<file path="config.mk">
export PLATFORM = sky130hd
export DESIGN_NAME = frame_read_sched
export DESIGN_NICKNAME = d
export VERILOG_FILES = /design/src/rtl/frame_sched_pkg.sv /design/src/rtl/rd_valid_pipe.sv /design/src/rtl/frame_read_sched.sv
export SDC_FILE = /design/constraint.sdc
export NUM_CORES = 1
export LEC_CHECK = 0
export CAP_MARGIN = 20
export CORE_MARGIN = 2
export CORE_UTILIZATION = 52
export DETAILED_ROUTE_END_ITERATION = 6
export PLACE_DENSITY_LB_ADDON = 0.2
export SLEW_MARGIN = 20
export SYNTH_ARGS = -nofsm -noshare
export SYNTH_HDL_FRONTEND = slang
export SYNTH_SLANG_ARGS = --single-unit
</file>
<file path="constraint.sdc">
create_clock -name clk -period 3 [get_ports clk]
set_input_delay 0.6 -clock clk [delete_from_list [all_inputs] [get_ports clk]]
set_output_delay 0.6 -clock clk [all_outputs]
set_load 0.01 [all_outputs]
</file>
<file path="src/rtl/frame_sched_pkg.sv">
// rtl/frame_sched_pkg.sv - shared types and defaults for the frame read scheduler
package frame_sched_pkg;

    localparam int DEF_FRAME_LEN  = 2048;
    localparam int DEF_NUM_FRAMES = 250;
    localparam int DEF_ADDR_W     = 19;
    localparam int DEF_DATA_W     = 16;

    typedef enum logic [2:0] {
        ST_IDLE,
        ST_ARM,
        ST_READ,
        ST_FLUSH,
        ST_GAP,
        ST_DONE
    } state_t;

    typedef struct packed {
        logic valid;
        logic sof;
        logic eof;
    } tag_t;

    function automatic int off_width(input int frame_len);
        return (frame_len > 1) ? $clog2(frame_len) : 1;
    endfunction

endpackage

</file>
<file path="src/rtl/rd_valid_pipe.sv">
// rtl/rd_valid_pipe.sv - shift pipeline aligning {valid, sof, eof} with ROM read data
module rd_valid_pipe
    import frame_sched_pkg::*;
#(
    parameter int DEPTH = 2
) (
    input  logic clk,
    input  logic reset,
    input  logic clr,
    input  tag_t tag_in,
    output logic tap_valid,
    output tag_t tag_out
);

    tag_t [DEPTH-1:0] stage_q;
    tag_t [DEPTH-1:0] stage_d;

    always_comb begin
        stage_d = {stage_q[DEPTH-2:0], tag_in};
        if (clr) begin
            stage_d = '0;
        end
    end

    always_ff @(posedge clk or posedge reset) begin
        if (reset) begin
            stage_q <= '0;
        end else begin
            stage_q <= stage_d;
        end
    end

    // Tap sits one stage short of the output so the data register can be loaded in step.
    assign tap_valid = stage_q[DEPTH-2].valid;
    assign tag_out   = stage_q[DEPTH-1];

endmodule

</file>
<file path="src/rtl/frame_read_sched.sv">
// rtl/frame_read_sched.sv - walks the sample ROM one frame at a time behind a start/ready handshake
module frame_read_sched
    import frame_sched_pkg::*;
#(
    parameter int FRAME_LEN  = DEF_FRAME_LEN,
    parameter int NUM_FRAMES = DEF_NUM_FRAMES,
    parameter int ADDR_W     = DEF_ADDR_W,
    parameter int DATA_W     = DEF_DATA_W,
    parameter int IDX_W      = 8,
    parameter int GAP_CYCLES = 16,
    parameter int ROM_LAT    = 1
) (
    input  logic              clk,
    input  logic              reset,
    input  logic              start,
    input  logic              abort,
    input  logic              loop_en,
    input  logic              eng_ready,
    output logic              rom_en,
    output logic [ADDR_W-1:0] rom_addr,
    input  logic [DATA_W-1:0] rom_dout,
    output logic [DATA_W-1:0] sample_out,
    output logic              sample_valid,
    output logic              frame_sof,
    output logic              frame_eof,
    output logic [IDX_W-1:0]  frame_idx,
    output logic              busy,
    output logic              done
);

    localparam int OFF_W = off_width(FRAME_LEN);
    localparam int GAP_W = $clog2(GAP_CYCLES + 1);
    localparam int FL_W  = $clog2(ROM_LAT + 2);

    localparam logic [OFF_W-1:0]  OFF_LAST  = OFF_W'(FRAME_LEN - 1);
    localparam logic [IDX_W-1:0]  IDX_LAST  = IDX_W'(NUM_FRAMES - 1);
    localparam logic [GAP_W-1:0]  GAP_LAST  = GAP_W'(GAP_CYCLES - 1);
    localparam logic [FL_W-1:0]   FL_LAST   = FL_W'(ROM_LAT);
    localparam logic [ADDR_W-1:0] BASE_STEP = ADDR_W'(FRAME_LEN);

    if (longint'(NUM_FRAMES) * longint'(FRAME_LEN) > (longint'(1) << ADDR_W)) begin : g_addr_chk
        $error("frame_read_sched: NUM_FRAMES*FRAME_LEN exceeds the ROM address space");
    end
    if ((FRAME_LEN & (FRAME_LEN - 1)) != 0 || ROM_LAT < 1 || GAP_CYCLES < 1 ||
        (longint'(1) << IDX_W) < longint'(NUM_FRAMES)) begin : g_param_chk
        $error("frame_read_sched: illegal FRAME_LEN, ROM_LAT, GAP_CYCLES or IDX_W");
    end

    state_t              state_q, state_d;
    logic [OFF_W-1:0]    offset_q, offset_d;
    logic [ADDR_W-1:0]   base_q, base_d;
    logic [IDX_W-1:0]    idx_q, idx_d;
    logic [GAP_W-1:0]    gap_q, gap_d;
    logic [FL_W-1:0]     fl_q, fl_d;
    logic [ADDR_W-1:0]   addr_q, addr_d;
    logic [DATA_W-1:0]   sample_q, sample_d;

    logic abort_act;
    logic tap_valid;
    tag_t tag_in, tag_out;

    assign abort_act = abort && (state_q != ST_IDLE);

    always_ff @(posedge clk or posedge reset) begin
        if (reset) begin
            state_q  <= ST_IDLE;
            offset_q <= '0;
            base_q   <= '0;
            idx_q    <= '0;
            gap_q    <= '0;
            fl_q     <= '0;
            addr_q   <= '0;
            sample_q <= '0;
        end else begin
            state_q  <= state_d;
            offset_q <= offset_d;
            base_q   <= base_d;
            idx_q    <= idx_d;
            gap_q    <= gap_d;
            fl_q     <= fl_d;
            addr_q   <= addr_d;
            sample_q <= sample_d;
        end
    end

    always_comb begin
        state_d  = state_q;
        offset_d = offset_q;
        base_d   = base_q;
        idx_d    = idx_q;
        gap_d    = gap_q;
        fl_d     = fl_q;
        case (state_q)
            ST_IDLE: begin
                if (start && !abort) begin
                    state_d = ST_ARM;
                    idx_d   = '0;
                    base_d  = '0;
                end
            end
            ST_ARM: begin
                if (eng_ready) begin
                    state_d  = ST_READ;
                    offset_d = '0;
                end
            end
            ST_READ: begin
                offset_d = offset_q + 1'b1;
                if (offset_q == OFF_LAST) begin
                    state_d  = ST_FLUSH;
                    offset_d = '0;
                    fl_d     = '0;
                end
            end
            ST_FLUSH: begin
                fl_d = fl_q + 1'b1;
                // Leave only once the last sample of the frame has been presented.
                if (fl_q == FL_LAST) begin
                    gap_d = '0;
                    if (idx_q != IDX_LAST) begin
                        idx_d   = idx_q + 1'b1;
                        base_d  = base_q + BASE_STEP;
                        state_d = ST_GAP;
                    end else if (loop_en) begin
                        idx_d   = '0;
                        base_d  = '0;
                        state_d = ST_GAP;
                    end else begin
                        state_d = ST_DONE;
                    end
                end
            end
            ST_GAP: begin
                gap_d = gap_q + 1'b1;
                if (gap_q == GAP_LAST) begin
                    state_d = ST_ARM;
                end
            end
            ST_DONE: state_d = ST_IDLE;
            default: state_d = ST_IDLE;
        endcase
        if (abort_act) begin
            state_d  = ST_IDLE;
            offset_d = '0;
            gap_d    = '0;
            fl_d     = '0;
        end
    end

    always_comb begin
        rom_en   = (state_q == ST_READ);
        busy     = (state_q != ST_IDLE);
        done     = (state_q == ST_DONE);
        rom_addr = rom_en ? (base_q + ADDR_W'(offset_q)) : addr_q;
        addr_d   = rom_addr;
        tag_in.valid = rom_en;
        tag_in.sof   = rom_en && (offset_q == '0);
        tag_in.eof   = rom_en && (offset_q == OFF_LAST);
        sample_d = (tap_valid && !abort_act) ? rom_dout : '0;
    end

    rd_valid_pipe #(
        .DEPTH (ROM_LAT + 1)
    ) u_pipe (
        .clk       (clk),
        .reset     (reset),
        .clr       (abort_act),
        .tag_in    (tag_in),
        .tap_valid (tap_valid),
        .tag_out   (tag_out)
    );

    assign sample_out   = sample_q;
    assign sample_valid = tag_out.valid;
    assign frame_sof    = tag_out.sof;
    assign frame_eof    = tag_out.eof;
    assign frame_idx    = idx_q;

endmodule

</file>
==> results_dict.tcl <==
set metrics [dict create \
    cts.repair.resized 0 \
    p_leak_nw 2.13 \
    slew_headroom_pct 53.6 \
    placement.io_buffers 70 \
    start_util_pct 54.0 \
    yosys_warnings 0 \
    synth_top_area_share_pct 52.9 \
    fmax_mhz 360 \
    ant_nets 0 \
    hold_viol 0 \
    grtUsageTotal_pct 20.8 \
    rsz0062_at_grt "false" \
    ir_worst_vdd_v 0.000382 \
    syn_nets 404 \
    worst_setup_path_end_kind "output pin" \
    finalSetupViolCount 0 \
    fin_crit_sh_pct 92.6 \
    cp-start-kind "register" \
    nFillCells 554 \
    synth_cell_types 46 \
    vias 3017 \
    cts_setup_buffers 0 \
    drc 0 \
    clk_latency_ns 0.35 \
    tightest_slew_ns 0.687 \
    core_area_mm2 0.00683 \
    clkTransAtPathRegs_ns 0.08 \
    ioPinCount 71 \
    drive_above_1_share_pct 9.96 \
    wl_per_cell_um 14.1 \
    syn-instance-count 373 \
    powerDensity_mw_per_mm2 717 \
    dp_hpwl_mm 5.49 \
    timing_worst_setup_path_type "register to output pin" \
    die_area_mm2 0.00779 \
    syn_to_final_growth_pct 28.6 \
    fin_crit_ns 2.78 \
    wl_mm 7.73 \
    place_congestion 0.922 \
    hold_path_class "register to register" \
    cts_buffers 9 \
    post-place-ws_ns 0.206 \
    core.rowCount 30 \
    grt_pass1_wl_mm 12.8 \
    chipWidth_um 88.2 \
    cp.arrival_ns 2.18 \
    grt_max_degree 30 \
    antennaDiodeCount 0 \
    cp_slowest_cell "clkdlybuf4s50_1" \
    max_stage_delay_ns 0.60 \
    die_h_um 88.2 \
    overflow 0 \
    finalClockSkew_ns 0.00894 \
    clock-sinks 78 \
    postCtsHoldBufs 0 \
    place_area_mm2 0.00454 \
    crit_chain "inv_1 -> and3_1 -> buf_12 -> nor2_1 -> a21oi_1 -> clkdlybuf4s50_1" \
    htree_levels 3 \
    synth_seq_area_share_pct 52.9 \
    finalSetupTns_ns 0 \
    ctsLongestPathBuffers 2 \
    drt-initial-drc-count 226 \
    grt_pass1_vias 2768 \
    outcome "finished clean" \
    via_per_inst 5.51 \
    setup_slack_ns 0.223 \
    cp_max_fo 29 \
    synth-async-reset-ratio_pct 100 \
    cts_tree "built" \
    drv_cap 0 \
    root_buffer "clkbuf_8" \
    maxSlewViolCount 0 \
    synth_edf_count 0 \
    synth_largest_area_cell "dfrtp_1" \
    seqCellArea_mm2 0.00195 \
    dr.pass1.iters 4 \
    multiInputGateArea_mm2 0.00160 \
    synth-main-ff-cell "dfrtp_1" \
    nNetsFinal 478 \
    worstPathRequired_ns 2.40 \
    antenna_found_initial 0 \
    synth_area_mm2 0.00369 \
    synth_area_leaders "dfrtp_1 (53%), o21ai_0 (3.9%), and3_1 (3.6%)" \
    fin_area_mm2 0.00475 \
    ys_ff_latch 78 \
    avgSynthCellArea_um2 9.89 \
]
==> kinds of logic after synthesis <==
| kind of cell | share of synthesized area [%] |
|---|---|
| compound gates | 11.8 |
| xor+xnor | 3.56 |
| fa+ha+maj | 3.05 |
| buf+inv | 3.73 |
| flops | 52.9 |
| mux | 3.05 |
| other cells | 0.102 |
| simple gates | 21.8 |
==> Yosys cell counts (all sizes together), types with 8 or more instances <==
| master | instances |
|---|---|
| clkbuf | 18 |
| xor2 | 8 |
| mux2 | 10 |
| nand3 | 20 |
| o21ai | 29 |
| nor2 | 30 |
| and3 | 21 |
| a21oi | 21 |
| inv | 13 |
| ha | 9 |
| dfrtp | 78 |
| nand2 | 34 |
| nor3 | 10 |
==> critical path, delay by kind of cell, from the launching register on <==
family	cells	cell delay, ns
buffers and inverters	3	0.93
and+or+nand+nor	2	0.28
DFF	1	0.39
AOI/OAI and AO/OA	1	0.23
==> cell type report <==
type | instances | area share [%]
clock buffer | 10 | 2.90
clock inverter | 6 | 1.45
inverter | 13 | 1.03
multi-input combinational | 261 | 33.7
sequential | 78 | 41.1
tap | 96 | 2.53
timing repair buffer | 84 | 17.2
==> final timing paths <==
path	startpoint	to	slack, ns	depth (start not counted)
min	u_pipe.stage_q[0]$_DFF_PP0_	u_pipe.tag_out[0]$_DFF_PP0_	0.47	1
min in group asynchronous	reset	addr_q[12]$_DFF_PP0_	0.60	2
max in group asynchronous	reset	addr_q[10]$_DFF_PP0_	1.66	3
max reg2reg	gap_q[0]$_DFFE_PP0P_	state_q[1]$_DFFE_PP0P_	0.73	8
min reg2reg	u_pipe.stage_q[0]$_DFF_PP0_	u_pipe.tag_out[0]$_DFF_PP0_	0.47	1
max	state_q[2]$_DFFE_PP0P_	rom_addr[2]	0.22	6
==> through the flow <==
| step | power, mW | utilization, % | hold slack [ns] | std cells |
|---|---|---|---|---|
| final | 3.40 | 69.5 | 0.468 | 548 |
| after global routing | 3.62 | 69.5 | 0.489 | 548 |
| after CTS | 3.42 | 69.5 | 0.468 | 548 |
| after detailed placement | 2.61 | 66.4 | 0.450 | 532 |
| after global placement | 2.59 | 66.4 | 0.443 | 532 |
| after floorplan | 2.01 | - | 0.428 | 373 |
==> per-layer routing <==
| layer | track usage [%] | vias to the layer above | share of wire [%] |
|---|---|---|---|
| met5 | 0 | - | 0 |
| met2 | 32.8 | 104 | 47 |
| li1 | - | 1460 | - |
| met1 | 28.7 | 1445 | 45 |
| met3 | 5.13 | 8 | 6.5 |
| met4 | 6.47 | 0 | 1.1 |
==> state kept, by name (all words and copies together) (netlist names), 3 cells and up <==
register        cells
u_pipe.tag_out      3
frame_idx           8
offset_q           11
state_q             3
addr_q             19
sample_out         16
base_q              8
gap_q               5
==> layout by cell type (no fill, tap or decap), drive strengths merged, types with 4 or more instances in the layout <==
cell	synthesis	layout
and3	21	21
o31ai	7	7
o21ai	29	29
dfrtp	78	78
mux2	10	10
or4	5	5
nor2	30	30
clkdlybuf4s50	0	70
nor3	10	10
nand3b	4	4
nand2	34	34
xor2	8	8
clkbuf	18	10
inv	13	15
buf	3	14
and2	5	5
xnor2	7	7
ha	9	9
nand4	7	7
a21oi	21	21
nand3	20	20
==> where the power goes <==
group          internal (mW)  leakage [nW]  switching [mW]
clock                  0.413         0.103           0.392
sequential              1.22          1.06           0.103
combinational          0.606         0.963           0.668
total                   2.24          2.13            1.16
No activity file was read; power rests on OpenSTA's default activity.
